### src/rtl/riscv_decode_stage_pkg.sv
// rtl/riscv_decode_stage_pkg.sv - shared RV32I instruction enums, opcodes and decoded-instruction struct
package riscv_decode_stage_pkg;

   typedef enum logic [5:0] {
      LUI, AUIPC, JAL, JALR, BEQ, BNE, BLT, BGE, BLTU, BGEU,
      LB, LH, LW, LBU, LHU, SB, SH, SW,
      ADDI, SLTI, SLTIU, XORI, ORI, ANDI, SLLI, SRLI, SRAI,
      ADD, SUB, SLL, SLT, SLTU, XOR, SRL, SRA, OR, AND,
      NOP, FENCE, FENCEI, ECALL, EBREAK,
      CSRRW, CSRRS, CSRRC, CSRRWI, CSRRSI, CSRRCI
   } riscv_instr_name_t;

   typedef enum logic [2:0] {
      J_FORMAT, U_FORMAT, I_FORMAT, B_FORMAT, R_FORMAT, S_FORMAT, I_FORMAT_SHIFT
   } riscv_instr_format_t;

   typedef enum logic [3:0] {
      LOAD, STORE, SHIFT, ARITHMETIC, LOGICAL, COMPARE, BRANCH, JUMP,
      SYNCH, SYSTEM, COUNTER, CSR, CHANGELEVEL, TRAP, INTERRUPT
   } riscv_instr_cateogry_t;

   typedef enum logic [4:0] {
      ZERO, RA, SP, GP, TP, T0, T1, T2, S0, S1,
      A0, A1, A2, A3, A4, A5, A6, A7,
      S2, S3, S4, S5, S6, S7, S8, S9, S10, S11,
      T3, T4, T5, T6
   } riscv_reg_t;

   localparam logic [6:0] OPC_LUI      = 7'b0110111;
   localparam logic [6:0] OPC_AUIPC    = 7'b0010111;
   localparam logic [6:0] OPC_JAL      = 7'b1101111;
   localparam logic [6:0] OPC_JALR     = 7'b1100111;
   localparam logic [6:0] OPC_BRANCH   = 7'b1100011;
   localparam logic [6:0] OPC_LOAD     = 7'b0000011;
   localparam logic [6:0] OPC_STORE    = 7'b0100011;
   localparam logic [6:0] OPC_OP_IMM   = 7'b0010011;
   localparam logic [6:0] OPC_OP       = 7'b0110011;
   localparam logic [6:0] OPC_MISC_MEM = 7'b0001111;
   localparam logic [6:0] OPC_SYSTEM   = 7'b1110011;

   typedef struct packed {
      riscv_instr_name_t     name;
      riscv_instr_format_t   format;
      riscv_instr_cateogry_t category;
      riscv_reg_t            rd;
      riscv_reg_t            rs1;
      riscv_reg_t            rs2;
      logic [31:0]           imm;
      logic                  illegal;
   } riscv_decoded_t;

   localparam riscv_decoded_t DECODED_RESET = '{name: NOP, format: I_FORMAT, category: ARITHMETIC,
                                                rd: ZERO, rs1: ZERO, rs2: ZERO, imm: 32'h0,
                                                illegal: 1'b0};

endpackage

### src/rtl/riscv_decode_stage_decoder.sv
// rtl/riscv_decode_stage_decoder.sv - combinational RV32I decoder (CSR ops enabled by RISCV_DECODE_CSR_EN)
module riscv_instr_decoder
   import riscv_decode_stage_pkg::*;
(
   input  logic [31:0]    in_instr,
   output riscv_decoded_t decoded
);

   logic [6:0]            opcode, funct7;
   logic [2:0]            funct3;
   logic [31:0]           imm_i, imm_s, imm_b, imm_u, imm_j, imm;
   logic                  legal, use_rd, use_rs1, use_rs2;
   riscv_instr_name_t     name;
   riscv_instr_format_t   fmt;
   riscv_instr_cateogry_t cat;

   assign opcode = in_instr[6:0];
   assign funct3 = in_instr[14:12];
   assign funct7 = in_instr[31:25];
   assign imm_i  = {{20{in_instr[31]}}, in_instr[31:20]};
   assign imm_s  = {{20{in_instr[31]}}, in_instr[31:25], in_instr[11:7]};
   assign imm_b  = {{19{in_instr[31]}}, in_instr[31], in_instr[7], in_instr[30:25], in_instr[11:8], 1'b0};
   assign imm_u  = {in_instr[31:12], 12'b0};
   assign imm_j  = {{11{in_instr[31]}}, in_instr[31], in_instr[19:12], in_instr[20], in_instr[30:21], 1'b0};

   always_comb begin
      legal   = 1'b1;
      name    = NOP;
      fmt     = I_FORMAT;
      cat     = ARITHMETIC;
      use_rd  = 1'b1;
      use_rs1 = 1'b1;
      use_rs2 = 1'b0;
      imm     = imm_i;
      case (opcode)
         OPC_LUI:   begin name = LUI;   fmt = U_FORMAT; use_rs1 = 1'b0; imm = imm_u; end
         OPC_AUIPC: begin name = AUIPC; fmt = U_FORMAT; use_rs1 = 1'b0; imm = imm_u; end
         OPC_JAL:   begin name = JAL;   fmt = J_FORMAT; cat = JUMP; use_rs1 = 1'b0; imm = imm_j; end
         OPC_JALR:  begin name = JALR;  cat = JUMP; legal = (funct3 == 3'b000); end
         OPC_BRANCH: begin
            fmt = B_FORMAT; cat = BRANCH; use_rd = 1'b0; use_rs2 = 1'b1; imm = imm_b;
            case (funct3)
               3'b000:  name = BEQ;
               3'b001:  name = BNE;
               3'b100:  name = BLT;
               3'b101:  name = BGE;
               3'b110:  name = BLTU;
               3'b111:  name = BGEU;
               default: legal = 1'b0;
            endcase
         end
         OPC_LOAD: begin
            cat = LOAD;
            case (funct3)
               3'b000:  name = LB;
               3'b001:  name = LH;
               3'b010:  name = LW;
               3'b100:  name = LBU;
               3'b101:  name = LHU;
               default: legal = 1'b0;
            endcase
         end
         OPC_STORE: begin
            fmt = S_FORMAT; cat = STORE; use_rd = 1'b0; use_rs2 = 1'b1; imm = imm_s;
            case (funct3)
               3'b000:  name = SB;
               3'b001:  name = SH;
               3'b010:  name = SW;
               default: legal = 1'b0;
            endcase
         end
         OPC_OP_IMM: begin
            case (funct3)
               3'b000:  name = (in_instr == 32'h0000_0013) ? NOP : ADDI;
               3'b010:  begin name = SLTI;  cat = COMPARE; end
               3'b011:  begin name = SLTIU; cat = COMPARE; end
               3'b100:  begin name = XORI;  cat = LOGICAL; end
               3'b110:  begin name = ORI;   cat = LOGICAL; end
               3'b111:  begin name = ANDI;  cat = LOGICAL; end
               default: begin
                  // shift-immediate: shamt is unsigned, funct7 selects logical/arithmetic
                  fmt  = I_FORMAT_SHIFT; cat = SHIFT; imm = {27'b0, in_instr[24:20]};
                  name = (funct3 == 3'b001) ? SLLI : (funct7[5] ? SRAI : SRLI);
                  legal = (funct7 == 7'b0000000) || (funct7 == 7'b0100000 && funct3 == 3'b101);
               end
            endcase
         end
         OPC_OP: begin
            fmt = R_FORMAT; use_rs2 = 1'b1; imm = 32'h0;
            if (funct7 == 7'b0000000) begin
               case (funct3)
                  3'b000:  name = ADD;
                  3'b001:  begin name = SLL;  cat = SHIFT;   end
                  3'b010:  begin name = SLT;  cat = COMPARE; end
                  3'b011:  begin name = SLTU; cat = COMPARE; end
                  3'b100:  begin name = XOR;  cat = LOGICAL; end
                  3'b101:  begin name = SRL;  cat = SHIFT;   end
                  3'b110:  begin name = OR;   cat = LOGICAL; end
                  default: begin name = AND;  cat = LOGICAL; end
               endcase
            end else if (funct7 == 7'b0100000 && funct3 == 3'b000) begin
               name = SUB;
            end else if (funct7 == 7'b0100000 && funct3 == 3'b101) begin
               name = SRA; cat = SHIFT;
            end else begin
               legal = 1'b0;
            end
         end
         OPC_MISC_MEM: begin
            cat = SYNCH;
            case (funct3)
               3'b000:  name = FENCE;
               3'b001:  name = FENCEI;
               default: legal = 1'b0;
            endcase
         end
         OPC_SYSTEM: begin
            cat = SYSTEM;
            if (in_instr == 32'h0000_0073)      name = ECALL;
            else if (in_instr == 32'h0010_0073) name = EBREAK;
`ifdef RISCV_DECODE_CSR_EN
            else begin
               cat = CSR; imm = {20'b0, in_instr[31:20]};
               case (funct3)
                  3'b001:  name = CSRRW;
                  3'b010:  name = CSRRS;
                  3'b011:  name = CSRRC;
                  3'b101:  name = CSRRWI;
                  3'b110:  name = CSRRSI;
                  3'b111:  name = CSRRCI;
                  default: legal = 1'b0;
               endcase
            end
`else
            else legal = 1'b0;
`endif
         end
         default: legal = 1'b0;
      endcase
   end

   always_comb begin
      decoded = DECODED_RESET;
      if (legal) begin
         decoded.name     = name;
         decoded.format   = fmt;
         decoded.category = cat;
         decoded.rd       = use_rd  ? riscv_reg_t'(in_instr[11:7])  : ZERO;
         decoded.rs1      = use_rs1 ? riscv_reg_t'(in_instr[19:15]) : ZERO;
         decoded.rs2      = use_rs2 ? riscv_reg_t'(in_instr[24:20]) : ZERO;
         decoded.imm      = imm;
      end else begin
         decoded.category = TRAP;
         decoded.illegal  = 1'b1;
      end
   end

endmodule

### src/rtl/riscv_decode_stage.sv
// rtl/riscv_decode_stage.sv - RV32I decode stage with two-entry output buffer and illegal counter (RISCV_DECODE_CSR_EN in decoder)
module riscv_decode_stage
   import riscv_decode_stage_pkg::*;
#(
   parameter int XLEN  = 32,
   parameter int CNT_W = 16
) (
   input  logic                  clk,
   input  logic                  rst,
   input  logic                  flush,
   input  logic                  in_valid,
   output logic                  in_ready,
   input  logic [31:0]           in_instr,
   input  logic [XLEN-1:0]       in_pc,
   output logic                  out_valid,
   input  logic                  out_ready,
   output logic [XLEN-1:0]       out_pc,
   output logic [31:0]           out_instr,
   output riscv_instr_name_t     out_name,
   output riscv_instr_format_t   out_format,
   output riscv_instr_cateogry_t out_category,
   output riscv_reg_t            out_rd,
   output riscv_reg_t            out_rs1,
   output riscv_reg_t            out_rs2,
   output logic [31:0]           out_imm,
   output logic                  out_illegal,
   output logic [CNT_W-1:0]      illegal_cnt
);

   typedef struct packed {
      riscv_decoded_t  dec;
      logic [XLEN-1:0] pc;
      logic [31:0]     instr;
   } entry_t;

   localparam entry_t ENTRY_RESET = '{dec: DECODED_RESET, pc: '0, instr: '0};

   riscv_decoded_t dec;
   entry_t         in_entry, out_q, skid_q;
   logic           out_vld, skid_vld, in_fire, out_fire;

   riscv_instr_decoder u_decoder (
      .in_instr (in_instr),
      .decoded  (dec)
   );

   assign in_entry = '{dec: dec, pc: in_pc, instr: in_instr};
   assign in_ready = !skid_vld;
   assign in_fire  = in_valid && in_ready;
   assign out_fire = out_vld && out_ready;

   // skid only fills while the output register is stalled, so in_ready never depends on out_ready combinationally
   always_ff @(posedge clk or posedge rst) begin
      if (rst) begin
         out_vld  <= 1'b0;
         skid_vld <= 1'b0;
         out_q    <= ENTRY_RESET;
         skid_q   <= ENTRY_RESET;
      end else if (flush) begin
         out_vld  <= 1'b0;
         skid_vld <= 1'b0;
      end else if (!out_vld || out_fire) begin
         if (skid_vld) begin
            out_q    <= skid_q;
            out_vld  <= 1'b1;
            skid_vld <= 1'b0;
         end else if (in_fire) begin
            out_q   <= in_entry;
            out_vld <= 1'b1;
         end else begin
            out_vld <= 1'b0;
         end
      end else if (in_fire) begin
         skid_q   <= in_entry;
         skid_vld <= 1'b1;
      end
   end

   always_ff @(posedge clk or posedge rst) begin
      if (rst)
         illegal_cnt <= '0;
      else if (in_fire && !flush && dec.illegal && illegal_cnt != '1)
         illegal_cnt <= illegal_cnt + CNT_W'(1);
   end

   assign out_valid    = out_vld;
   assign out_pc       = out_q.pc;
   assign out_instr    = out_q.instr;
   assign out_name     = out_q.dec.name;
   assign out_format   = out_q.dec.format;
   assign out_category = out_q.dec.category;
   assign out_rd       = out_q.dec.rd;
   assign out_rs1      = out_q.dec.rs1;
   assign out_rs2      = out_q.dec.rs2;
   assign out_imm      = out_q.dec.imm;
   assign out_illegal  = out_q.dec.illegal;

endmodule

### config.mk
export PLATFORM = sky130hd
export DESIGN_NAME = riscv_decode_stage
export DESIGN_NICKNAME = d
export VERILOG_FILES = /design/src/rtl/riscv_decode_stage_pkg.sv /design/src/rtl/riscv_decode_stage_decoder.sv /design/src/rtl/riscv_decode_stage.sv
export SDC_FILE = /design/constraint.sdc
export NUM_CORES = 1
export LEC_CHECK = 0
export BUFFER_PORTS_ARGS = -buffer_cell sky130_fd_sc_hd__buf_2
export CAP_MARGIN = 40
export CORE_MARGIN = 8
export CORE_UTILIZATION = 57
export CTS_CLUSTER_DIAMETER = 40
export DETAILED_ROUTE_END_ITERATION = 8
export PLACE_DENSITY = 0.82
export REMOVE_ABC_BUFFERS = 1
export SLEW_MARGIN = 20
export SYNTH_ARGS = -nofsm -noshare
export SYNTH_HDL_FRONTEND = slang
export SYNTH_SLANG_ARGS = --single-unit
export TNS_END_PERCENT = 30
### constraint.sdc
create_clock -name clk -period 12.6 [get_ports clk]
set_clock_uncertainty 0.15 [all_clocks]
set_input_delay 1.89 -clock clk [delete_from_list [all_inputs] [get_ports clk]]
set_output_delay 1.89 -clock clk [all_outputs]
set_load 0.01 [all_outputs]
== After elaboration in Yosys (flattened, before gate mapping) ==
Cells that the tools add are included.
Operators by class
  add/sub/neg operators: 1
  eq/ne operators: 23
  multiplexer cells: 53
  bitwise gates (word level): 2
  reductions and logical operators: 32
Operators by type and width (number)
  two-way mux 125 bit: 2
  one-hot mux 32 bit (6 select lines): 1
  one-hot mux 6 bit (6 select lines): 2
  one-hot mux 6 bit (11 select lines): 1
  two-way mux 47 bit: 1
  one-hot mux 6 bit (7 select lines): 1
  == test 32 x 21 -> 1 bit, second input constant: 1
  == test 32 x 5 -> 1 bit, second input constant: 1
  == test 32 x 7 -> 1 bit, second input constant: 1
  two-way mux 32 bit: 1
  one-hot mux 4 bit (8 select lines): 1
  two-way mux 6 bit: 5
  one-hot mux 6 bit (5 select lines): 1
  == test 7 x 6 -> 1 bit, second input constant: 4
  == test 7 bit, second input constant: 4
  two-way mux 1 bit: 20
  one-hot mux 3 bit (3 select lines): 2
  one-hot mux 3 bit (6 select lines): 1
  one-hot mux 6 bit (3 select lines): 1
  adder 16 x 1 -> 16 bit, second input constant: 1
  two-way mux 4 bit: 4
  != test 16 bit, second input constant: 1
  two-way mux 5 bit: 3
  == test 7 x 5 -> 1 bit, second input constant: 2
  other kinds (23): 49
Storage, ports and cells
  bits in registers: 268
  input port bits: 69
  output and inout port bits: 143
  logic and storage cells: 134

== Depth between registers and ports, before layout ==
  depth after elaboration: 9
  gate-level depth with buffers: 12
  gate-level depth less buffers: 7

== By module ==
From an unflattened synthesis, not the netlist that was laid out.
Second synthesis, totals
  cells, all modules: 1169
  area, all modules: 12747.2 um2
Modules (own cells, without submodules)
  riscv_decode_stage: times used 1, cells an instance 889, area each 11177.0 um2, seq. area each 6721.4 um2
  riscv_instr_decoder: times used 1, cells an instance 280, area each 1570.3 um2, seq. area each 0.0 um2

== Least setup slack after synthesis ==
No wires, ideal clock.
  kind: input to register
  from: input port in_instr[0]
  to: register illegal_cnt[10]
  setup time: 126 ps
  data arrival time: 3863 ps
  data required time: 12324 ps
  path slack: 8461 ps
  stages: 11
  path buffers: 4
  cell sequence: buf_2 > and3_1 > clkbuf_2 > o21a_1 > buf_6 > a311o_1 > or4_1 > buf_6 > nor3_4 > nand3_1 > xnor2_1
On the way
  cells in the longest elaborated chain, start to end: 7
  elaborated cells on any way between the ends: 20
  those cells by class: eq/ne (13); mux (4); reduce/logical (3)
Ends and longest elaborated chain
  from (decl): line riscv_decode_stage.sv:13  | input logic [31:0] in_instr,
  == test 32 x 21 -> 1 bit: line riscv_decode_stage_decoder.sv:120  | else if (in_instr == 32'h0010_0073) name = EBREAK;
  two-way mux 1 bit: line riscv_decode_stage_decoder.sv:120
  two-way mux 1 bit: line riscv_decode_stage_decoder.sv:119  | if (in_instr == 32'h0000_0073) name = ECALL;
  one-hot mux 1 bit (9 select lines) *: line riscv_decode_stage_decoder.sv:35  | case (opcode)
  two-way mux 1 bit *: line riscv_decode_stage_decoder.sv:144  | if (legal) begin
  logical AND 1 bit * (2 in series): line riscv_decode_stage.sv:82  | else if (in_fire && !flush && dec.illegal && illegal_cnt != '1)
  to (signal assigned): line riscv_decode_stage.sv:83  | illegal_cnt <= illegal_cnt + CNT_W'(1);
  to (decl): line riscv_decode_stage.sv:27  | output logic [CNT_W-1:0] illegal_cnt
Mark *: on every way between the ends. The rest lies on a longest branch, timed or not.
A chain may end at the register's enable or synchronous reset.

== Final worst setup path ==
  from: input port in_instr[6]
  to: register out_q (netlist bit out_imm[28])
On the way
  cells in the longest elaborated chain, start to end: 7
  elaborated cells on any way between the ends: 22
  those cells by class: eq/ne (13); mux (7); reduce/logical (2)
Ends and longest elaborated chain
  == test 32 x 21 -> 1 bit: line riscv_decode_stage_decoder.sv:120
  two-way mux 1 bit: line riscv_decode_stage_decoder.sv:120
  two-way mux 1 bit: line riscv_decode_stage_decoder.sv:119
  one-hot mux 1 bit (9 select lines): line riscv_decode_stage_decoder.sv:35
  two-way mux 47 bit *: line riscv_decode_stage_decoder.sv:144
  two-way mux 125 bit *: line riscv_decode_stage.sv:67  | end else if (in_fire) begin
  two-way mux 125 bit *: line riscv_decode_stage.sv:63  | if (skid_vld) begin
  to (signal assigned): line riscv_decode_stage.sv:64  | out_q <= skid_q;
  to (signal assigned): line riscv_decode_stage.sv:68  | out_q <= in_entry;
  to (decl): line riscv_decode_stage.sv:39  | entry_t in_entry, out_q, skid_q;
Mark *: on every way between the ends. The rest lies on a longest branch, timed or not. The select of a mux whose other input is x is not followed.

==> flow_metrics.tcl <==
set metrics [dict create \
    cts-hold-fix-buffers 0 \
    postRouteAntennaNets 0 \
    seq_area_frac_synth_pct 53.8 \
    drc 0 \
    period_share_pct 35.7 \
    start_util_pct 57.6 \
    synth_cells 1353 \
    fmax_ghz 0.222 \
    insertedDiodeCount 0 \
    synth_compound_area_share_pct 15.1 \
    synth_xor_area_share_pct 1.26 \
    final_cell_mix "nand2_1 (354), dfrtp_1 (255), buf_2 (211)" \
    final.setup.tns_ps 0 \
    path_delay_family "simple AND/OR/NAND/NOR gates" \
    yosys.area_share.simple_pct 20.8 \
    io_buffers 211 \
    synth_edf_count 0 \
    coreArea_um2 21700 \
    ir_worst_vdd_uv 99.4 \
    synthMuxAreaShare_pct 5.23 \
    drt_pass1_iterations 6 \
    cp.arrival_ps 4720 \
    critPathLaunchType "input pin" \
    nNetsFinal 1590 \
    cts_resized 0 \
    cts_made_buffers 35 \
    cts_setup_buffers 0 \
    total_power_uw 2430 \
    clock_path_buffers 3 \
    chipHeight_um 164 \
    routed_wl_mm 34.7 \
    htree_num_levels 2 \
    max_stage_delay_ps 600 \
    critPathSlowestCell "nor4_1" \
    die_w_um 164 \
    cts_sinks 268 \
    vias_per_cell 5.86 \
    ys_seq_elements 268 \
    netlist_area_um2 12500 \
    synth_warnings 0 \
    final.setup.worst_slack_ps 8100 \
    async_flop_share_pct 100 \
    drt_iter0_markers 989 \
    synthToLayoutAreaGrowth_pct 20.8 \
    leakagePower_uw 0.00738 \
    grt_pass1_vias 10500 \
    rows 54 \
    crit_buf_inv 3 \
    finalSetupViolations 0 \
    dp_hpwl_mm 22.9 \
    cp_data_required_time_ps 12830 \
    status "completed" \
    cts_tree "done" \
    slew-limit-headroom_pct 44.2 \
    clkTransAtPathRegs_ps 50 \
    dpl_cell_area_um2 13700 \
    slew_viol_final 0 \
    synth.avg_cell_area_um2 9.23 \
    gp_congestion 0.918 \
    synthAdderAreaFrac_pct 0.261 \
    wire_per_inst_um 19.0 \
    max_slew.worst_pin.slew_ps 830 \
    ys_types 70 \
    grt_first_pass_wirelength_mm 55.5 \
    fin_area_um2 15100 \
    rsz0062_at_grt "false" \
    hold_path.class "flop to flop" \
    cts-root-buf "clkbuf_16" \
    synth_top_family_by_area "simple AND/OR/NAND/NOR gates" \
    dr_total_vias 10700 \
    grtUsageTotal_pct 25.5 \
    drive_gt1_share_pct 20.9 \
    dieArea_um2 26900 \
    pwr_density_cell_nw_per_um2 161 \
    crit_fanout 22 \
    report.final.hold_viol_count 0 \
    clk_latency_ps 510 \
    period_needed_ps 4500 \
    antenna_found_initial 1 \
    nFillCells 1696 \
    grt_max_degree 114 \
    worstPathCellList "buf_2, nor3b_1, buf_4, o21a_1, a311o_1, nor4_1, nor2_1, buf_4, o21ai_0, o21ai_0" \
    ys.flop_type "dfrtp_1" \
    path_class "input pin to flop" \
    cp-end-kind "flop" \
    final_common_cell "nand2_1" \
    grt.overflow.total 0 \
    place_ws_ps 7520 \
    ios 212 \
    maxCapViolations 0 \
]
==> routing by layer <==
layer	routed length, µm	track usage (%)	vias to the layer above
li1	-	-	5020
met1	14700	33.7	5197
met2	16200	41.1	425
met3	3000	5.94	65
met4	835	8.18	2
met5	11	0	-
==> state kept, by name, summed over array words and instances (netlist names), 4 cells and up <==
register and flops:
skid_q 125, out_imm 32, out_instr 32, out_pc 32, illegal_cnt 16, out_name 6, out_rd 5, out_rs1 5
out_rs2 5, out_category 4
==> final cells by class <==
| cell class | instances | area, µm² | share of cell area, % |
|---|---|---|---|
| Multi-Input combinational cell | 978 | 5340 | 35.4 |
| Sequential cell | 268 | 6730 | 44.6 |
| Inverter | 7 | 33.8 | 0.224 |
| Clock buffer | 46 | 987 | 6.55 |
| Tap cell | 280 | 350 | 2.32 |
| Clock inverter | 18 | 304 | 2.02 |
| Timing Repair Buffer | 230 | 1340 | 8.91 |
==> where the power goes <==
group          total, µW  internal (µW)  leakage [µW]  switching (µW)
logic                307            118       0.00329             189
registers           1050            977       0.00347            69.2
clock network       1080            685      0.000617             391
==> kinds of logic (layout without fill, tap and decap cells) <==
group	Yosys count	after routing
DFF	268	268
adders and majority gates	3	3
muxes	65	65
and+or+nand+nor	571	571
buffers and inverters	107	301
AOI/OAI and AO/OA	321	321
xor gates and xnor gates	18	18
==> through the flow <==
stage                     util [%]  hold WS, ps  std cells
after floorplan                  -          287       1253
after global placement        62.6          297       1754
after detailed placement      63.3          312       1760
after CTS                     69.2          325       1824
after global routing          69.5          330       1827
final                         69.5          318       1827
==> worst reg2reg max path, cell delays in order (launching register included) <==
cell	delay [ps]
dfrtp_4	660
nor3b_1	700
and2_2	720
buf_4	580
nand2_1	220
nor2_1	340
a22o_1	190
==> worst paths after layout <==
check,startpoint,to,slack [ps],cells after the start
max in group asynchronous,rst,skid_q[120]$_DFFE_PP0P_,9070,7
min in group asynchronous,rst,out_pc[3]$_DFFE_PP0P_,1100,2
hold reg to reg,out_pc[5]$_DFFE_PP0P_,out_pc[5]$_DFFE_PP0P_,320,2
hold / removal,out_pc[5]$_DFFE_PP0P_,out_pc[5]$_DFFE_PP0P_,320,2
setup reg to reg,skid_vld$_DFFE_PP0P_,skid_q[101]$_DFFE_PP0P_,8970,6
setup / recovery,in_instr[6],out_imm[28]$_DFFE_PP0P_,8100,10
==> cell usage after synthesis, drive strengths merged (13+ instances only) <==
cell type    n  area [µm²]
nor2        39         146
nand3       36         180
buf         20         115
nor3        17         101
a21oi       54         270
dfrtp      256        6410
xnor2       13         114
a22o        13         114
nand2      356        1340
mux2i       63         631
clkbuf      80         302
and3        60         375
o21ai      188         945
Power figures use the tool's default switching activity.
